`src/rtl/prefix_subtractor_pipe.sv`:
```
// Two-stage pipelined subtractor d = a + ~b + 1 built on a block-structured prefix carry network.
// Stage 1 resolves carries inside each 4-bit block; stage 2 resolves carries across blocks and forms the flags.
`timescale 1ns/1ps

module prefix_subtractor_pipe #(
    parameter int WIDTH = 8
) (
    input  logic             clk,
    input  logic             rst_n,
    input  logic             in_valid,
    output logic             in_ready,
    input  logic [WIDTH-1:0] a,
    input  logic [WIDTH-1:0] b,
    output logic             out_valid,
    input  logic             out_ready,
    output logic [WIDTH-1:0] d,
    output logic             borrow,
    output logic             ovf,
    output logic             zero
);

    localparam int NB = WIDTH / 4;

    // Handshake
    logic adv2;
    logic accept;
    logic s1_valid_q;
    logic out_valid_q;

    assign adv2     = !out_valid_q || out_ready;
    assign in_ready = rst_n && (!s1_valid_q || adv2);
    assign accept   = in_valid && in_ready;

    // Stage 1: per-bit propagate plus in-block carries for block carry-in 0 and 1
    logic [WIDTH-1:0] p_d, c0_d, c1_d;
    logic [NB-1:0]    bg_d, bp_d;

    always_comb begin
        logic g_run, p_run, g_bit, p_bit;
        // NOTE: every variable gets a value before any branch or loop, so no latch can be inferred.
        p_d   = '0;
        c0_d  = '0;
        c1_d  = '0;
        bg_d  = '0;
        bp_d  = '0;
        g_run = 1'b0;
        p_run = 1'b1;
        g_bit = 1'b0;
        p_bit = 1'b0;
        for (int k = 0; k < NB; k++) begin
            g_run = 1'b0;
            p_run = 1'b1;
            for (int j = 0; j < 4; j++) begin
                p_bit = a[4*k+j] ^ ~b[4*k+j];
                g_bit = a[4*k+j] & ~b[4*k+j];
                p_d[4*k+j]  = p_bit;
                g_run       = g_bit | (p_bit & g_run);
                p_run       = p_bit & p_run;
                c0_d[4*k+j] = g_run;
                c1_d[4*k+j] = g_run | p_run;
            end
            bg_d[k] = g_run;
            bp_d[k] = p_run;
        end
    end

    logic [WIDTH-1:0] p_q, c0_q, c1_q;
    logic [NB-1:0]    bg_q, bp_q;
    logic             a_msb_q, b_msb_q;

    // NOTE: sequential state uses non-blocking assignments so every register samples pre-edge values.
    always_ff @(posedge clk) begin
        if (!rst_n) begin
            s1_valid_q <= 1'b0;
        end else if (accept) begin
            s1_valid_q <= 1'b1;
        end else if (adv2) begin
            s1_valid_q <= 1'b0;
        end
    end

    // NOTE: stage-1 payload has no reset; s1_valid_q qualifies it, so stale contents are never observed.
    always_ff @(posedge clk) begin
        if (accept) begin
            p_q     <= p_d;
            c0_q    <= c0_d;
            c1_q    <= c1_d;
            bg_q    <= bg_d;
            bp_q    <= bp_d;
            a_msb_q <= a[WIDTH-1];
            b_msb_q <= b[WIDTH-1];
        end
    end

    // Stage 2: the global carry-in of 1 enters as block 0's carry-in
    logic [WIDTH-1:0] carry;
    logic [WIDTH-1:0] d_d;
    logic             borrow_d, ovf_d, zero_d;

    always_comb begin
        logic cin;
        carry = '0;
        cin   = 1'b1;
        for (int k = 0; k < NB; k++) begin
            for (int j = 0; j < 4; j++) begin
                carry[4*k+j] = cin ? c1_q[4*k+j] : c0_q[4*k+j];
            end
            cin = bg_q[k] | (bp_q[k] & cin);
        end
        d_d      = p_q ^ {carry[WIDTH-2:0], 1'b1};
        borrow_d = ~carry[WIDTH-1];
        ovf_d    = (a_msb_q != b_msb_q) && (d_d[WIDTH-1] != a_msb_q);
        zero_d   = (d_d == '0);
    end

    logic [WIDTH-1:0] d_q;
    logic             borrow_q, ovf_q, zero_q;

    always_ff @(posedge clk) begin
        if (!rst_n) begin
            out_valid_q <= 1'b0;
            d_q         <= '0;
            borrow_q    <= 1'b0;
            ovf_q       <= 1'b0;
            zero_q      <= 1'b0;
        end else if (adv2) begin
            out_valid_q <= s1_valid_q;
            if (s1_valid_q) begin
                d_q      <= d_d;
                borrow_q <= borrow_d;
                ovf_q    <= ovf_d;
                zero_q   <= zero_d;
            end
        end
    end

    assign out_valid = out_valid_q;
    assign d         = d_q;
    assign borrow    = borrow_q;
    assign ovf       = ovf_q;
    assign zero      = zero_q;

endmodule
```
`config.mk`:
```
export PLATFORM = sky130hd
export DESIGN_NAME = prefix_subtractor_pipe
export DESIGN_NICKNAME = d
export VERILOG_FILES = /design/src/rtl/prefix_subtractor_pipe.sv
export SDC_FILE = /design/constraint.sdc
export NUM_CORES = 1
export LEC_CHECK = 0
export ABC_AREA = 1
export CAP_MARGIN = 20
export CORE_MARGIN = 4
export CORE_UTILIZATION = 46
export DETAILED_ROUTE_END_ITERATION = 8
export GPL_ROUTABILITY_DRIVEN = 0
export GPL_TIMING_DRIVEN = 0
export PLACE_DENSITY = 0.74
export SETUP_SLACK_MARGIN = 0.2
export SLEW_MARGIN = 5
export SYNTH_ARGS = -nofsm -noshare
export SYNTH_HDL_FRONTEND = slang
export SYNTH_SLANG_ARGS = --single-unit
```
`constraint.sdc`:
```
create_clock -name clk -period 2.04 [get_ports clk]
set_input_delay 0.51 -clock clk [delete_from_list [all_inputs] [get_ports clk]]
set_output_delay 0.51 -clock clk [all_outputs]
set_load 0.1 [all_outputs]
```
## After elaboration in Yosys (flattened, before gate mapping)

Index checks and enable logic that the tools add are counted.

- Mux-type cells: 6
- $lt $le $gt $ge: 0
- Reductions and logical operators: 10
- Add/sub/neg operators: 0
- Divide/modulo/power cells: 0
- Multiply operators: 0
- Bitwise operators: 53
- Shift operators: 0
- Equality and inequality tests: 2

Operators by type and width:

| kind | number |
|---|---|
| $and A1 B1 Y1 | 20 |
| $or A1 B1 Y1 | 15 |
| $not A1 Y1 | 9 |
| $logic_not A8 Y1 | 1 |
| $xor A1 B1 Y1 | 8 |
| $xor A8 B8 Y8 | 1 |
| $mux W1 | 6 |
| $logic_and A1 B1 Y1 | 3 |
| $logic_not A1 Y1 | 2 |
| $logic_or A1 B1 Y1 | 2 |
| $ne A1 B1 Y1 | 2 |
| $reduce_and A2 Y1 | 1 |
| $reduce_bool A2 Y1 | 1 |

- Flip-flop bits (word level): 41
- Memory bits (writable): 0
- Bits in read-only memories: 0
- Memories: 0
- Latch bits: 0
- Output and inout bits: 13

## Depth between registers and ports, before layout

- Word-level depth: 9
- Depth in mapped cells: 10

## Worst setup path before layout

No wires, ideal clock.

- Path kind: register to register
- From: reg out_valid_q (netlist: out_valid)
- To: reg a_msb_q (enable)
- Arrival: 2.062 ns
- Path slack: -0.427 ns
- Stages on the path, launching flop included: 6
- Period minus slack after synthesis: 2.467 ns
- Buffers on the path: 0
- Path through: dfxtp_1 -> nand2_2 -> nor2_1 -> inv_1 -> nand2_1 -> nor2_1

- Longest elaborated chain between the ends: 5

RTL lines:

| what | line | source |
|---|---|---|
| from (decl) | 28 | `logic out_valid_q;` |
| from (signal assigned) | 127 | `out_valid_q <= s1_valid_q;` |
| $logic_not A1 Y1 | 30 | `assign adv2 = !out_valid_q \|\| out_ready;` |
| $logic_or A1 B1 Y1 | 30 |  |
| $logic_or A1 B1 Y1 | 31 | `assign in_ready = rst_n && (!s1_valid_q \|\| adv2);` |
| $logic_and A1 B1 Y1 | 31 |  |
| $logic_and A1 B1 Y1 | 32 | `assign accept = in_valid && in_ready;` |
| via accept | 26 | `logic accept;` |
| to (signal assigned) | 90 | `a_msb_q <= a[WIDTH-1];` |
| to (decl) | 69 | `logic a_msb_q, b_msb_q;` |

The timed path passes the listed nets, and every way through them passes these cells.
A chain may end at the register's enable or synchronous reset.

## Worst setup path after layout

- From: in a[5]
- To: reg c1_q[7] (data pin)

- Longest elaborated chain between the ends: 8
- Elaborated cells on any way between the ends: 12

RTL lines:

| what | line | source |
|---|---|---|
| from (decl) | 12 | `input logic [WIDTH-1:0] a,` |
| $xor A1 B1 Y1 | 54 | `p_bit = a[4*k+j] ^ ~b[4*k+j];` |
| via p_d[5] | 35 | `logic [WIDTH-1:0] p_d, c0_d, c1_d;` |
| $and A1 B1 Y1 | 57 | `g_run = g_bit \| (p_bit & g_run);` |
| $or A1 B1 Y1 | 57 |  |
| via c0_d[5] | 35 |  |
| $and A1 B1 Y1 | 57 |  |
| $or A1 B1 Y1 | 57 |  |
| $and A1 B1 Y1 | 57 |  |
| $or A1 B1 Y1 | 57 |  |
| $or A1 B1 Y1 | 60 | `c1_d[4*k+j] = g_run \| p_run;` |
| via c1_d[7] | 35 |  |
| to (signal assigned) | 87 | `c1_q <= c1_d;` |
| to (decl) | 67 | `logic [WIDTH-1:0] p_q, c0_q, c1_q;` |

The timed path passes the listed nets, and every way through them passes these cells.

==> metrics.md <==
| Metric | Value |
|---|---|
| Finished Core Util | `about 64%` |
| Synth cell types | `19` |
| Row cnt | `22` |
| CTS root buf | `clkbuf_8` |
| Final Slew Violations | `0` |
| Setup Crit Path Kind | `in -> reg` |
| Synth Instances | `a little under 200` |
| CP dominant cell by count | `nand2_1` |
| Top-count cell post-synth | `inv_1` |
| Worst hold path class | `reg -> reg` |
| Dpl cells | `275` |
| Core Area | `between 0.003 and 0.004 mm2` |
| Setup crit start kind | `input port` |
| Slowest CP cell | `clkdlybuf4s50_1` |
| IO buf count | `32` |
| DR pass1 iterations | `4` |
| Clock Tree Buf Depth | `2` |
| Ys async rst share | `0%` |
| RSZ-0062 raised after global routing | `false` |
| # fillers | `approximately 310` |
| Pwr/cell area | `about 750 mW/mm2` |
| Antenna Violating Nets Remaining | `0` |
| Global-route wire length before repair | `about 4900 um` |
| Final setup vio count | `0` |
| Die area | `between 0.004 and 0.005 mm2` |
| Period utilization | `a little under nine tenths` |
| Diode count | `0` |
| Synth Warn # | `0` |
| All-Layer GR Usage | `roughly an eighth` |
| Synthesized area | `0.00175 mm2` |
| Worst endpoint required time | `2080 ps` |
| Post-CTS Hold Fix Bufs | `0` |
| Max-slew headroom | `between 60% and 70%` |
| Top_reg_cell synth | `edfxtp_1` |
| Synthesized flop and latch total | `37` |
| Net Sw Frac | `28.5%` |
| Endpoints failing hold | `0` |
| R2R cell count | `6` |
| CP Capture Type | `flip-flop` |
| Worst-path clk slew | `about 70 ps` |
| Fmax | `roughly 0.57 GHz` |
| Leak | `1.09 nW` |
| Fin Setup TNS | `0 ps` |
| Mean routed wirelength per cell | `~11 um` |
| Worst-margin pin slew | `552 ps` |
| DR DRC count | `0` |
| Initial Utilization | `between 40% and 50%` |
| H-Tree Level Count | `2` |
| Largest area contributor in the netlist | `edfxtp_1` |
| Worst-path fanout max | `4` |
| CP cell instances | `clkdlybuf4s50_1 > ha_4 > a21oi_2 > inv_1 > a21oi_2 > nand2_1 > nand2_1 > nand2_1` |
| CTS buffer count | `5` |
| # IOs | `33` |
| Vias in the first global route | `around 1200` |
| Crit path largest cell delay | `about 500 ps` |
| Area grow syn2layout | `34.0%` |
| Comb pwr share | `around a fifth` |
| Syn_area_per_cell | `approximately 9.0 um2` |
| Post-synth EDFFs | `24` |
| Max_cap viols | `0` |
| Die Width | `between 60 and 70 um` |
| Internal power | `around 1.3 mW` |
| Status | `completed` |
| Most frequent cells after synthesis | `inv_1, nand2_1, edfxtp_1` |
| Largest net degree at the start of global routing | `16` |
| Sequential Power Share | `49.6%` |
| Starting DRC count in detailed routing | `between 70 and 80` |
| Clk sink count | `37` |
| Vias | `1313` |
| Hold depth | `2` |
| Drt via density | `around 4.6` |
| Overflow after GRT | `0` |
| Initial antenna violation count | `0` |
| Share of layout cells above drive strength 1 | `a little over a fifth` |
| Pwr Total | `between 1.5 and 2 mW` |
| Worst Clk Skew | `3.27 ps` |
| Clk pwr share | `a little under 30%` |
| # nets final | `267` |
| Main area contributors after synthesis | `edfxtp_1, dfxtp_1, inv_1` |
| CTS tree | `built` |
| Yosys top cell area share | `approximately two fifths` |
| Worst EP arrival | `between 1500 and 2000 ps` |
| Die Ht | `about 70 um` |
| Syn nets | `between 200 and 250` |
| Register area share after synthesis | `between 50% and 60%` |
| Worst VDD drop | `0.000420 V` |
| Placed wire-length estimate | `2200 um` |
| Clk_lat worst skew | `280 ps` |
| WL final | `just over 3000 um` |
| Non-Filler Instances | `roughly 290` |
| P_sw | `about 0.50 mW` |
| Final worst path period need | `between 1500 and 2000 ps` |
-- sequential cells by signal, indices dropped and copies added, names as in the netlist --
register	cells
b_msb_q	1
s1_valid_q	1
bp_q	1
a_msb_q	1
ovf	1
c0_q	5
borrow	1
d	8
c1_q	8
zero	1
p_q	8
out_valid	1
-- final timing paths --
kind                                start       to  slack [ps]
worst max-delay path                 a[5]  c1_q[7]         280
worst max register to register  out_valid   p_q[3]         450
worst min-delay path               borrow   borrow         490
worst min register to register     borrow   borrow         490
-- cell families (layout without fill, tap and decap cells) --
kind of cell / after synthesis / after routing / share of synthesized area (%)
simple gates: 78 / 78 / 19.4
fa+ha+maj: 10 / 10 / 7.16
buf+inv: 48 / 92 / 10.7
compound gates: 21 / 21 / 6.52
flops: 37 / 37 / 56.2
-- power groups by stage --
stage	Sequential (mW)	Clock, mW	Combinational (mW)
floorplan	0.993	0	0.136
global placement	0.885	0	0.340
detailed placement	0.888	0	0.348
CTS	0.871	0.525	0.359
global route	0.875	0.553	0.404
finish	0.871	0.514	0.372
-- through the flow --
stage / hold WS, ps / setup WS, ps / instance area [um2]
global placement: 459 / -963 / 2140
CTS: 477 / 143 / 2310
global route: 517 / 208 / 2340
finish: 486 / 278 / 2340
detailed placement: 467 / -989 / 2150
floorplan: 452 / 195 / 1760
-- critical path: cells and delay by family --
kind / cells / cell delay [ps]
and+or+nand+nor: 3 / 190
buffers and inverters: 2 / 590
AOI/OAI and AO/OA: 2 / 270
adders and majority gates: 1 / 230
-- repair_timing --
item,4_1_cts,5_1_grt
gates cloned,0,0
setup endpoints to repair,41,3
buffers inserted,1,2
pin swaps,2,6
gates resized for setup,53,9
-- metal layers --
layer	part of all wire [%]	global-route usage [%]
met2	49	21.8
met1	45	14.1
met5	0	0
met3	4.6	3.33
met4	1.7	7.02
-- layout by cell type (no fill, tap or decap) --
| cell | n |
|---|---|
| ha_1 | 7 |
| nor2_1 | 18 |
| dfxtp_1 | 12 |
| inv_1 | 42 |
| nand3b_2 | 1 |
| buf_6 | 1 |
| dlygate4sd2_1 | 1 |
| clkbuf_1 | 2 |
| a21oi_2 | 4 |
| clkbuf_2 | 1 |
| buf_12 | 1 |
| buf_8 | 1 |
| nand3_1 | 6 |
| ha_2 | 1 |
| or2_4 | 1 |
| nand2_1 | 40 |
| clkinvlp_4 | 1 |
| clkdlybuf4s15_2 | 12 |
| o21ai_0 | 6 |
| dfxtp_4 | 1 |
| dlymetal6s2s_1 | 1 |
| ha_4 | 2 |
| nand3b_1 | 3 |
| buf_4 | 3 |
| a21oi_4 | 1 |
| o21ai_1 | 3 |
| edfxtp_1 | 24 |
| inv_2 | 4 |
| clkdlybuf4s50_1 | 16 |
| a21oi_1 | 3 |
| nor2_2 | 3 |
| nand2_2 | 6 |
| a31oi_1 | 4 |
| clkbuf_8 | 6 |
-- area by class of cell --
class	instances	area, um2	share of cell area, %
timing repair buffer	36	379	16.2
sequential	37	985	42.1
clock buffer	8	90.1	3.85
inverter	47	180	7.70
tap	48	60.1	2.57
multi-input combinational	109	636	27.2
buffer	1	11.3	0.481
Power figures use the tool's default switching activity.
